**config.mk**
```make
export PLATFORM = sky130hd
export DESIGN_NAME = sample_logger
export DESIGN_NICKNAME = d
export VERILOG_FILES = /design/src/rtl/sample_logger.sv
export SDC_FILE = /design/constraint.sdc
export NUM_CORES = 1
export LEC_CHECK = 0
export BUFFER_PORTS_ARGS = -buffer_cell sky130_fd_sc_hd__buf_2
export CAP_MARGIN = 10
export CORE_ASPECT_RATIO = 1.2
export CORE_MARGIN = 4
export CORE_UTILIZATION = 53
export CTS_BUF_LIST = sky130_fd_sc_hd__clkbuf_2 sky130_fd_sc_hd__clkbuf_4 sky130_fd_sc_hd__clkbuf_8
export CTS_CLUSTER_DIAMETER = 30
export DETAILED_ROUTE_END_ITERATION = 8
export GPL_TIMING_DRIVEN = 0
export PLACE_DENSITY = 0.82
export SLEW_MARGIN = 20
export SYNTH_ARGS = -nofsm -noshare
export SYNTH_HDL_FRONTEND = slang
export SYNTH_SLANG_ARGS = --single-unit
```
**constraint.sdc**
```tcl
create_clock -name clk -period 3.07 [get_ports clk]
set_input_delay 0.4605 -clock clk [delete_from_list [all_inputs] [get_ports clk]]
set_output_delay 0.4605 -clock clk [all_outputs]
set_load 0.03 [all_outputs]
```
**src/rtl/sample_logger.sv**
```systemverilog
// sample_logger: buffers sensor samples in an external single-port ring memory and
// drains them, oldest first, to a transmitter.
//
// Ports:
//   clk, rst          single clock; asynchronous active-high reset
//   sample_in/valid   incoming sample; sample_ready is high only when idle and not clearing
//   drain_en          permits draining stored samples to the transmitter
//   clr               synchronous flush of pointers and count (honoured only when idle)
//   tx_data/valid     oldest stored sample; tx_ready completes the transfer
//   mem_*             external memory port; mem_rdata arrives one cycle after mem_read
//   count             number of stored samples, 0..2**AW
//   drop_cnt          samples discarded while full, saturating at 255
module sample_logger #(
    parameter int unsigned DW = 8,
    parameter int unsigned AW = 4
) (
    input  logic          clk,
    input  logic          rst,
    input  logic [DW-1:0] sample_in,
    input  logic          sample_valid,
    output logic          sample_ready,
    input  logic          drain_en,
    input  logic          clr,
    output logic [DW-1:0] tx_data,
    output logic          tx_valid,
    input  logic          tx_ready,
    output logic [AW-1:0] mem_addr,
    output logic [DW-1:0] mem_wdata,
    output logic          mem_write,
    output logic          mem_read,
    input  logic [DW-1:0] mem_rdata,
    output logic [AW:0]   count,
    output logic [7:0]    drop_cnt
);

    typedef enum logic [2:0] {
        StIdle,
        StWrite,
        StRd,
        StRdw,
        StSend
    } state_e;

    // Ring is full when count reaches 2**AW, i.e. only the MSB of count is set.
    localparam logic [AW:0] Full = {1'b1, {AW{1'b0}}};

    state_e        state_q, state_d;
    logic [AW-1:0] wr_ptr_q, wr_ptr_d;
    logic [AW-1:0] rd_ptr_q, rd_ptr_d;
    logic [AW:0]   count_q, count_d;
    logic [7:0]    drop_q, drop_d;
    logic [DW-1:0] sample_q, sample_d;
    logic [DW-1:0] tx_data_q, tx_data_d;
    logic          accept;

    // A clear request blocks acceptance so the flush cannot race a new write.
    assign sample_ready = (state_q == StIdle) && !clr;
    assign accept       = sample_valid && sample_ready;

    assign mem_wdata = sample_q;
    assign tx_data   = tx_data_q;
    assign count     = count_q;
    assign drop_cnt  = drop_q;

    always_comb begin
        state_d   = state_q;
        wr_ptr_d  = wr_ptr_q;
        rd_ptr_d  = rd_ptr_q;
        count_d   = count_q;
        drop_d    = drop_q;
        sample_d  = sample_q;
        tx_data_d = tx_data_q;
        mem_write = 1'b0;
        mem_read  = 1'b0;
        tx_valid  = 1'b0;
        mem_addr  = rd_ptr_q;

        unique case (state_q)
            StIdle: begin
                if (clr) begin
                    wr_ptr_d = '0;
                    rd_ptr_d = '0;
                    count_d  = '0;
                end else if (accept) begin
                    if (count_q == Full) begin
                        if (drop_q != 8'hFF) begin
                            drop_d = drop_q + 8'd1;
                        end
                    end else begin
                        sample_d = sample_in;
                        state_d  = StWrite;
                    end
                end else if (drain_en && (count_q != '0)) begin
                    state_d = StRd;
                end
            end
            StWrite: begin
                mem_write = 1'b1;
                mem_addr  = wr_ptr_q;
                wr_ptr_d  = wr_ptr_q + 1'b1;
                count_d   = count_q + 1'b1;
                state_d   = StIdle;
            end
            StRd: begin
                mem_read = 1'b1;
                state_d  = StRdw;
            end
            StRdw: begin
                tx_data_d = mem_rdata;
                state_d   = StSend;
            end
            StSend: begin
                tx_valid = 1'b1;
                if (tx_ready) begin
                    rd_ptr_d = rd_ptr_q + 1'b1;
                    count_d  = count_q - 1'b1;
                    state_d  = StIdle;
                end
            end
            default: state_d = StIdle;
        endcase
    end

    always_ff @(posedge clk or posedge rst) begin
        if (rst) begin
            state_q   <= StIdle;
            wr_ptr_q  <= '0;
            rd_ptr_q  <= '0;
            count_q   <= '0;
            drop_q    <= '0;
            sample_q  <= '0;
            tx_data_q <= '0;
        end else begin
            state_q   <= state_d;
            wr_ptr_q  <= wr_ptr_d;
            rd_ptr_q  <= rd_ptr_d;
            count_q   <= count_d;
            drop_q    <= drop_d;
            sample_q  <= sample_d;
            tx_data_q <= tx_data_d;
        end
    end

endmodule

```
==> metrics.yaml, run 1 <==
clock_network:
  htree_levels: 2
  cts_sinks: 40
  clockBufferDepth: 2
  cts_tree: "yes"
  post_cts_buffers: 0
  cts_hold_buf: 0
  clk_latency_ps: 290
  cts_resized: 0
  cts_root_buffer: "clkbuf_8"
  path_clk_slew_ps: 70
  numCtsBuffers: 5
power:
  irDropWorstVdd_mv: 0.602
  intPower_mw: 1.29
  clkPwrFrac: 0.154
  sequentialPowerShare: 0.361
  power.net_switching_mw: 1.03
  power.leakage_nw: 1.26
  powerDensity_nw_per_um2: 963
  p_sw_frac: 0.443
  power_frac_comb: 0.485
  p_total_mw: 2.32
route:
  drt-met1-wl_um: 1770
  remaining_drc_errors: 0
  vias: 1532
  highest_layer: "met4"
  routed_wl_um: 3960
  vias_per_cell: 5.49
  dr.first_iter.drc_count: 149
  wl_met2_um: 1870
  dr_wl_met3_um: 262
  dr.pass1.iters: 4
  wire_per_inst_um: 14.2
  ant_nets: 0
worst_setup_path:
  r2r_slack_ps: 460
  crit_path_start_kind: "flip-flop"
  cp.buffers_inverters: 3
  slowest_delay_ps: 460
  timing_worst_setup_path_type: "reg2reg"
  cp-end-kind: "flip-flop"
  path_cells: "buf_6 -> or3b_2 -> clkbuf_1 -> inv_1 -> xnor2_1 -> ha_1 -> or4_1 -> mux2i_1 -> o211ai_1 -> nor2b_1"
  critPathTopFamily: "simple AND/OR/NAND/NOR gates"
  critPathSlowestCell: "or3b_2"
  required_ps: 3250
  cp_max_fo: 10
  worst-endpoint-arrival_ps: 2790
  crit_start: "state_q[0]$_DFFE_PP0P_"
  rr_startpoint: "state_q[0]$_DFFE_PP0P_"
logic_synthesis:
  avgSynthCellArea_um2: 11.2
  syn_area_um2: 1960
  syn-instance-count: 175
  synth-warning-count: 0
  synth_top_area_share: 0.510
  synth.distinct_cells: 45
  synth_nets: 201
  ys_ff_latch: 40
  ys_top_cells_by_area: "dfrtp_1, mux2_2, nand2_1, xor2_1, ha_1"
  yosys.area.top_type: "dfrtp_1"
  yosysSeqAreaShare: 0.510
run:
  drv_cap: 0
timing:
  setup_viol: 0
  rsz0062_at_grt: "no"
  max_freq_ghz: 0.384
  finalHoldViolCount: 0
  period_share: 0.849
  fin_crit_ps: 2610
  max_slew.worst_pin.slew_ps: 918
  fin_skew_ps: 5.77
  fin_tns_setup_ps: 0
  finalMaxSlewViolations: 0
  slew_headroom: 0.379
die:
  rows: 23
  dieWidth_um: 63.5
  die_area_um2: 4740
  ioPinCount: 59
  initial_core_util: 0.568
  core_region_area_um2: 3450
  dieHeight_um: 74.7
layout:
  syn_to_final_growth_pct: 22.9
  antenna_cells: 0
  fill_cells: 278
  multi_input_area_um2: 888
  final_cell_mix: "buf_2, dfrtp_1, nand2_1, mux2_2, nor2_1"
  final-seq-area_um2: 1000
  drive_gt1_frac: 0.409
  final_common_cell: "buf_2"
  fin_nets: 267
global_routing:
  grt_max_degree: 32
  grtUsageTotal: 0.184
  grt_pass1_wl_um: 6730
  antenna_found_initial: 0
  grt_pass1_vias: 1477
  grt_overflow: 0
placement:
  dpl.hpwl_um: 3010
  port_buffers: 58
  place.gp.congestion: 0.814
run_status:
  run_status: "complete, no violations"
worst_hold_path:
  worstHoldPathType: "in2async"
-- metrics by stage --
step           setup WS [ps]  instances  area, um2  hold WS, ps   util
3_5_place_dp             499        271       2320          395  0.671
6_report                 463        279       2410         78.0  0.698
2_1_floorplan            496        175       1960          504      -
4_1_cts                  472        279       2410         75.2  0.698
5_1_grt                  309        279       2410         79.4  0.698
3_3_place_gp             535        270       2300          483  0.666
-- final cells by class --
| type | instances | share of cell area |
|---|---|---|
| clock inverters | 2 | 0.00415 |
| well taps | 37 | 0.0192 |
| clock buffers | 6 | 0.0343 |
| inverters | 7 | 0.0109 |
| repair buffers | 59 | 0.129 |
| flip-flops and latches | 40 | 0.415 |
| plain buffers | 6 | 0.0192 |
| multi-input cells | 122 | 0.368 |
-- layer usage --
metal	up-vias	global-route usage
met2	50	0.305
met1	724	0.238
met4	0	0.0504
met5	-	0
met3	9	0.0567
li1	749	-
-- flip-flops by register name (all words and copies together), names as in the netlist --
| signal | flops |
|---|---|
| count | 5 |
| state_q | 3 |
| drop_cnt | 8 |
| mem_wdata | 8 |
| rd_ptr_q | 4 |
| wr_ptr_q | 4 |
| tx_data | 8 |
-- Yosys cell counts --
cell type   n
a21oi_1     6
clkbuf_1    1
nor4_1      1
nand4_4     1
buf_6       2
o311ai_0    1
or3b_1      1
o22ai_1     1
o21ai_0     4
nand2b_1    2
xor2_1      7
or3_1       1
nor2_1     13
nor2b_1     2
a21boi_0    1
o22a_1      1
a22oi_1     1
xnor2_1     1
o2111ai_1   1
nor4b_1     1
dfrtp_1    40
ha_1        4
o21bai_1    2
buf_4       2
nand3b_1    2
or4_1       1
mux2_2     20
or3b_2      1
o21a_1      1
buf_2       1
inv_1       7
nand3_2     1
mux2i_1     1
nor4_2      1
a22o_1      4
nand2_1    22
nand4_1     2
nand3_1     4
and4bb_2    1
o211ai_1    1
nor3_1      3
nor3b_1     1
a31oi_1     2
a21o_1      1
nor4_4      1
-- worst paths after layout --
kind,cells past startpoint,end
min in group clk,2,mem_wdata[5]$_DFFE_PP0P_
max in group asynchronous,3,tx_data[3]$_DFFE_PP0P_
worst min-delay path,2,mem_wdata[1]$_DFFE_PP0P_
worst min register to register,1,tx_data[7]$_DFFE_PP0P_
worst max-delay path,10,count[4]$_DFFE_PP0P_
worst max register to register,10,count[4]$_DFFE_PP0P_
-- power by group through the flow --
stage	registers, mW	logic [mW]	clock network [mW]
after floorplan	1.11	0.556	0
after global placement	0.835	1.11	0
after detailed placement	0.848	1.13	0
after CTS	0.841	1.14	0.365
after global routing	0.869	1.23	0.390
final	0.839	1.13	0.357
-- cell families (layout without fill, tap and decap cells) --
kind of cell               count (synthesis)  count (layout)  share of synthesized area
and+or+nand+nor                           62              62                      0.179
DFF                                       40              40                      0.510
AOI/OAI and AO/OA                         27              27                     0.0931
muxes                                     21              21                      0.120
buffers and inverters                     13              80                     0.0370
xor gates and xnor gates                   8               8                     0.0357
adders and majority gates                  4               4                     0.0255
Note: power is estimated with default switching activity, not from simulation.
==> run 2: changes to the inputs <==
--- a/config.mk
+++ b/config.mk
@@ -5,16 +5,17 @@
 export SDC_FILE = /design/constraint.sdc
 export NUM_CORES = 1
 export LEC_CHECK = 0
+export ABC_AREA = 1
 export BUFFER_PORTS_ARGS = -buffer_cell sky130_fd_sc_hd__buf_2
 export CAP_MARGIN = 10
 export CORE_ASPECT_RATIO = 1.2
 export CORE_MARGIN = 4
-export CORE_UTILIZATION = 53
+export CORE_UTILIZATION = 48
 export CTS_BUF_LIST = sky130_fd_sc_hd__clkbuf_2 sky130_fd_sc_hd__clkbuf_4 sky130_fd_sc_hd__clkbuf_8
 export CTS_CLUSTER_DIAMETER = 30
 export DETAILED_ROUTE_END_ITERATION = 8
 export GPL_TIMING_DRIVEN = 0
-export PLACE_DENSITY = 0.82
+export PLACE_DENSITY = 0.78
 export SLEW_MARGIN = 20
 export SYNTH_ARGS = -nofsm -noshare
 export SYNTH_HDL_FRONTEND = slang
==> constraint.sdc (replaced) <==
create_clock -name clk -period 2.3 [get_ports clk]
set_input_delay 0.345 -clock clk [delete_from_list [all_inputs] [get_ports clk]]
set_output_delay 0.345 -clock clk [all_outputs]
set_load 0.03 [all_outputs]
==> run 2 against run 1 <==
Clock power is 37% higher; die area up 14%; non-clock buffer count shrank 5; power up 15%; critical path depth down 4; final cell count grew 30%; sequential cell count unchanged; combinational power is 4% higher; sequential share of layout area down 2.1 points; highest routed layer unchanged.
==> metrics.yaml, run 2 <==
run_status:
  run_status: "complete, no violations"
power:
  power.leakage_nw: 1.40  # +11%
  powerDensity_nw_per_um2: 1050  # +9.5%
  irDropWorstVdd_mv: 0.638  # +6.1%
  p_total_mw: 2.68  # +15%
logic_synthesis:
  avgSynthCellArea_um2: 8.54  # -24%
  synth.most_common_cell: "nand2_1"
  synth-edff-count: 0  # unchanged
  ys_ff_latch: 40  # unchanged
  syn-instance-count: 242  # +38%
  syn_area_um2: 2070  # +5.3%
  synth_ff_type: "dfrtp_1"
  yosysSeqAreaShare: 0.485  # -0.0256
  ys_top_cells_by_area: "dfrtp_1, nand2_1, inv_1, nand3_1, mux2_2"
  synthArstFlopShare: 1.00  # unchanged
  synth_commonest_cells: "nand2_1, dfrtp_1, inv_1, nand3_1, o21ai_0"
  yosys.area.top_type: "dfrtp_1"
  synth_top_area_share: 0.485  # -0.0256
  synth-warning-count: 0  # unchanged
  synth.distinct_cells: 27  # -40%
  synth_nets: 268  # +33%
die:
  ioPinCount: 59  # unchanged
  initial_core_util: 0.512  # -0.0562
  die_area_um2: 5420  # +14%
  rows: 25  # +8.7%
  dieWidth_um: 67.9  # +6.8%
  dieHeight_um: 79.9  # +7.0%
  core_region_area_um2: 4040  # +17%
worst_setup_path:
  cp_max_fo: 9  # -1
  required_ps: 1960  # -1290 ps
  cp-end-kind: "output port"
  timing_worst_setup_path_type: "reg2out"
  crit_path_start_kind: "flip-flop"
  worst-endpoint-arrival_ps: 1730  # -1060 ps
layout:
  drive_gt1_frac: 0.311  # -0.0984
  antenna_cells: 0  # unchanged
  final_cell_mix: "nand2_1, buf_2, dfrtp_1, inv_1, nand3_1"
  final_util: 0.630  # -0.0684
  design_area_um2: 2540  # +5.4%
  finalNonFillerCells: 363  # +30%
  syn_to_final_growth_pct: 23.0  # about the same
  fin_nets: 334  # +25%
  fill_cells: 361  # +30%
  final_common_cell: "nand2_1"
worst_hold_path:
  worstHoldPathType: "in2async"
timing:
  slew_headroom: 0.706  # +0.327
  fin_skew_ps: 7.14  # +1.38 ps
  fin_hold_ws_ps: 21.9  # -56.2 ps
  fin_tns_setup_ps: 0  # unchanged
  fin_ws_ps: 228  # -234 ps
  setup_viol: 0  # unchanged
  fin_crit_ps: 2070
  finalMaxSlewViolations: 0  # unchanged
  rsz0062_at_grt: "no"
  max_freq_ghz: 0.483
  finalHoldViolCount: 0  # unchanged
  period_share: 0.901
  max_slew.worst_pin.slew_ps: 440  # -478 ps
clock_network:
  clockBufferDepth: 2  # unchanged
  htree_levels: 2  # unchanged
  cts_tree: "yes"
  cts_root_buffer: "clkbuf_8"
  cts_resized: 0  # unchanged
  post_cts_buffers: 0  # unchanged
  cts_sinks: 40  # unchanged
  numCtsBuffers: 5  # unchanged
  clk_latency_ps: 290  # about the same
  path_clk_slew_ps: 80  # about the same
  cts_hold_buf: 0  # unchanged
route:
  vias: 1775  # +16%
  routed_wl_um: 4430  # +12%
  dr.first_iter.drc_count: 54  # -64%
  dr.pass1.iters: 4  # unchanged
  wire_per_inst_um: 12.2  # -14%
  vias_per_cell: 4.89  # -11%
  remaining_drc_errors: 0  # unchanged
  ant_nets: 0  # unchanged
placement:
  place_area_um2: 2440  # +5.4%
  port_buffers: 58  # unchanged
  dpl.hpwl_um: 3440  # +14%
  dp_slack_ps: 559  # +59.7 ps
  place.gp.congestion: 0.786  # -3.4%
  place_inst: 355  # +31%
global_routing:
  antenna_found_initial: 0  # unchanged
  grt_pass1_wl_um: 7660  # +14%
  grt_overflow: 0  # unchanged
  grt_pass1_vias: 1804  # +22%
  grtUsageTotal: 0.184  # -0.000284
  grt_max_degree: 26  # -19%
run:
  drv_cap: 0  # unchanged
==> run 2: cell types whose count changed after synthesis, sizes merged, moves of 3 or more <==
cell | previous run | this run
nand3 | 5 | 22
inv | 7 | 36
mux2 | 20 | 8
nor4 | 3 | 0
nand2 | 22 | 69
o21ai | 4 | 23
buf | 5 | 1
a22o | 4 | 0
==> run 2: final timing paths <==
kind                       cells past startpoint                  endpoint                      from  slack, ps
max                                            6               mem_addr[0]    state_q[2]$_DFFE_PP0P_        230
min                                            2      count[1]$_DFFE_PP0P_                       rst         20
max reg2reg                                   13      count[4]$_DFFE_PP0P_    state_q[0]$_DFFE_PP0P_        630
min reg2reg                                    2  mem_wdata[5]$_DFFE_PP0P_  mem_wdata[5]$_DFFE_PP0P_        470
max in group asynchronous                      3  mem_wdata[4]$_DFFE_PP0P_                       rst       1830
min in group clk                               3  mem_wdata[6]$_DFFE_PP0P_              sample_in[6]        280
==> run 2: power by group <==
part	total (mW)	leakage, nW	switching (mW)	internal [mW]
logic	1.17	0.827	0.819	0.356
clock network	0.489	0.0479	0.234	0.255
registers	1.02	0.520	0.123	0.892
==> run 2: area by class of cell <==
cell class	count	area, um2	share of cell area
buffer	1	11.3	0.00443
clock buffer	7	90.1	0.0355
clock inverter	1	7.51	0.00295
inverter	36	135	0.0532
multi-input combinational	165	918	0.361
sequential	40	1000	0.394
tap	54	67.6	0.0266
timing repair buffer	59	310	0.122
==> run 2: per-layer routing <==
metal  track usage  vias to the layer above  part of all wire
li1              -                      900                 -
met1         0.225                      825              0.44
met2         0.309                       40              0.49
met3        0.0352                       10             0.046
met4        0.0815                        0             0.023
met5             0                        -                 0
==> run 2: cells by family (layout without fill, tap and decap cells) <==
group,count (synthesis),count (layout),synth area share
flops,40,40,0.485
buf+inv,37,104,0.0709
compound gates,29,29,0.0854
mux,8,8,0.0436
xor+xnor,9,9,0.0382
fa+ha+maj,4,4,0.0242
simple gates,115,115,0.253
==> run 2: worst max-delay path, stage by stage (launching register included) <==
cell	delay, ps
dfrtp_1	460
nor2_1	180
nand2_1	220
inv_1	210
nand2_1	70
o21ai_0	70
buf_2	220
==> run 3: changes to the inputs <==
--- a/config.mk
+++ b/config.mk
@@ -15,7 +15,9 @@
 export CTS_CLUSTER_DIAMETER = 30
 export DETAILED_ROUTE_END_ITERATION = 8
 export GPL_TIMING_DRIVEN = 0
+export HOLD_SLACK_MARGIN = 0.12
 export PLACE_DENSITY = 0.78
+export REMOVE_ABC_BUFFERS = 1
 export SLEW_MARGIN = 20
 export SYNTH_ARGS = -nofsm -noshare
 export SYNTH_HDL_FRONTEND = slang
==> run 3 against run 2 <==
Sequential cell count unchanged; routed wire length down 2.5%; fmax up 0.52%; critical endpoint unchanged.
==> metrics.yaml, run 3 (synthesis gave the netlist of run 2 again) <==
placement:
  place_inst: 354  # -0.28%
  port_buffers: 58  # unchanged
  place_area_um2: 2440  # -0.15%
  dpl.hpwl_um: 3340  # -2.9%
  place.gp.congestion: 0.867  # +10%
route:
  ant_nets: 0  # unchanged
  dr.first_iter.drc_count: 63  # +17%
  dr.pass1.iters: 4  # unchanged
  vias_per_cell: 4.90  # +0.11%
  vias: 1777  # +0.11%
  routed_wl_um: 4320  # -2.5%
  wire_per_inst_um: 11.9  # -2.5%
  remaining_drc_errors: 0  # unchanged
layout:
  antenna_cells: 0  # unchanged
  design_area_um2: 2560  # +0.79%
  syn_to_final_growth_pct: 24.0
  finalNonFillerCells: 363  # unchanged
  final_common_cell: "nand2_1"
  drive_gt1_frac: 0.307  # -0.00324
  fin_nets: 334  # unchanged
  final_cell_mix: "nand2_1, buf_2, dfrtp_1, inv_1, nand3_1"
timing:
  fin_tns_setup_ps: 0  # unchanged
  setup_viol: 0  # unchanged
  max_freq_ghz: 0.485  # +0.52%
  fin_skew_ps: 3.21  # -3.93 ps
  finalHoldViolCount: 0  # unchanged
  rsz0062_at_grt: "no"
  slew_headroom: 0.546  # -0.159
  max_slew.worst_pin.slew_ps: 680  # +240 ps
  finalMaxSlewViolations: 0  # unchanged
  fin_crit_ps: 2060  # -10.7 ps
  period_share: 0.896  # -0.00465
power:
  irDropWorstVdd_mv: 0.546  # -14%
  p_total_mw: 2.76  # +2.9%
  powerDensity_nw_per_um2: 1080  # +2.1%
  power.leakage_nw: 1.41  # +0.88%
clock_network:
  cts_sinks: 40  # unchanged
  cts_root_buffer: "clkbuf_8"
  clk_latency_ps: 290  # about the same
  path_clk_slew_ps: 80  # about the same
  clockBufferDepth: 2  # unchanged
  cts_tree: "yes"
  cts_resized: 0  # unchanged
  numCtsBuffers: 5  # unchanged
  htree_levels: 2  # unchanged
  post_cts_buffers: 0  # unchanged
die:
  rows: 25  # unchanged
  die_area_um2: 5420  # unchanged
  ioPinCount: 59  # unchanged
  initial_core_util: 0.512  # unchanged
  dieHeight_um: 79.9  # unchanged
  dieWidth_um: 67.9  # unchanged
  core_region_area_um2: 4040  # unchanged
worst_setup_path:
  rr_worst_depth: 6  # -7
  crit_path_start_kind: "flip-flop"
  cp_max_fo: 9  # unchanged
  r2r_slack_ps: 580  # -50 ps
  r2r_end: "drop_cnt[6]$_DFFE_PP0P_"
  timing_worst_setup_path_type: "reg2out"
  cp-end-kind: "output port"
  rr_startpoint: "drop_cnt[1]$_DFFE_PP0P_"
  worst-endpoint-arrival_ps: 1720  # about the same
  required_ps: 1960  # about the same
worst_hold_path:
  hold_start: "mem_rdata[2]"
  whs_path_depth: 2
  worstHoldPathType: "in2reg"
  hold_path_end: "tx_data[2]$_DFFE_PP0P_"
run_status:
  run_status: "complete, no violations"
global_routing:
  grt_pass1_vias: 1796  # -0.44%
  antenna_found_initial: 0  # unchanged
  grt_overflow: 0  # unchanged
  grt_max_degree: 23  # -12%
  grt_pass1_wl_um: 8000  # +4.4%
  grtUsageTotal: 0.191  # +0.00750
run:
  drv_cap: 0  # unchanged
## run 3: changes by cell type in the layout (fill, tap and decap cells not counted), sizes merged
cell,previous run,this run
clkinv,0,1
dlygate4sd3,0,1
clkbuf,7,6
buf,60,59
bufinv,0,1
clkinvlp,1,0
## run 3: how the worst max path moves through the flow
stage	start	to
after CTS	state_q[2]$_DFFE_PP0P_	mem_addr[0]
after global placement	rst	wr_ptr_q[3]$_DFFE_PP0P_
after global routing	state_q[2]$_DFFE_PP0P_	mem_addr[0]
after detailed placement	state_q[2]$_DFFE_PP0P_	mem_addr[0]
final	state_q[2]$_DFFE_PP0P_	mem_addr[0]
after floorplan	state_q[2]$_DFFE_PP0P_	mem_addr[0]
## run 3: where the power goes
group          internal (mW)  total (mW)  switching (mW)
clock network          0.334       0.570           0.236
logic                  0.357        1.18           0.819
registers              0.892        1.01           0.119
total                   1.58        2.76            1.17
## run 3: critical path, cell delays in order, from the launching register on
cell and delay (ps):
dfrtp_1 460, nor2_1 180, nand2_1 220, inv_1 220, nand2_1 70, o21ai_0 70
buf_2 220
## run 3: metrics by stage
stage          hold WS, ps   util  worst slack [ps]
2_1_floorplan          456      -               296
3_3_place_gp           450  0.598               504
3_5_place_dp           377  0.605               547
4_1_cts                275  0.635               222
5_1_grt                275  0.635              68.8
6_report               283  0.635               239
## run 3: final cells by class
class                           instances  area, um2
Clock buffer                            6       76.3
Multi-Input combinational cell        165        918
Fill cell                             369       1470
Tap cell                               54       67.6
Sequential cell                        40       1000
Clock inverter                          2       35.0
Timing Repair Buffer                   60        328
Inverter                               36        135
## run 3: timing repair
action / CTS / global route
endpoints found under the setup margin: 0 / 0
hold buffers: 1 / 0
endpoints found under the hold margin: 18 / 0
## run 3: layer usage
layer | routed length [um] | GRT usage
met1 | 1820 | 0.239
met2 | 2240 | 0.333
met3 | 207 | 0.0366
met4 | 43 | 0.0497
met5 | 0 | 0
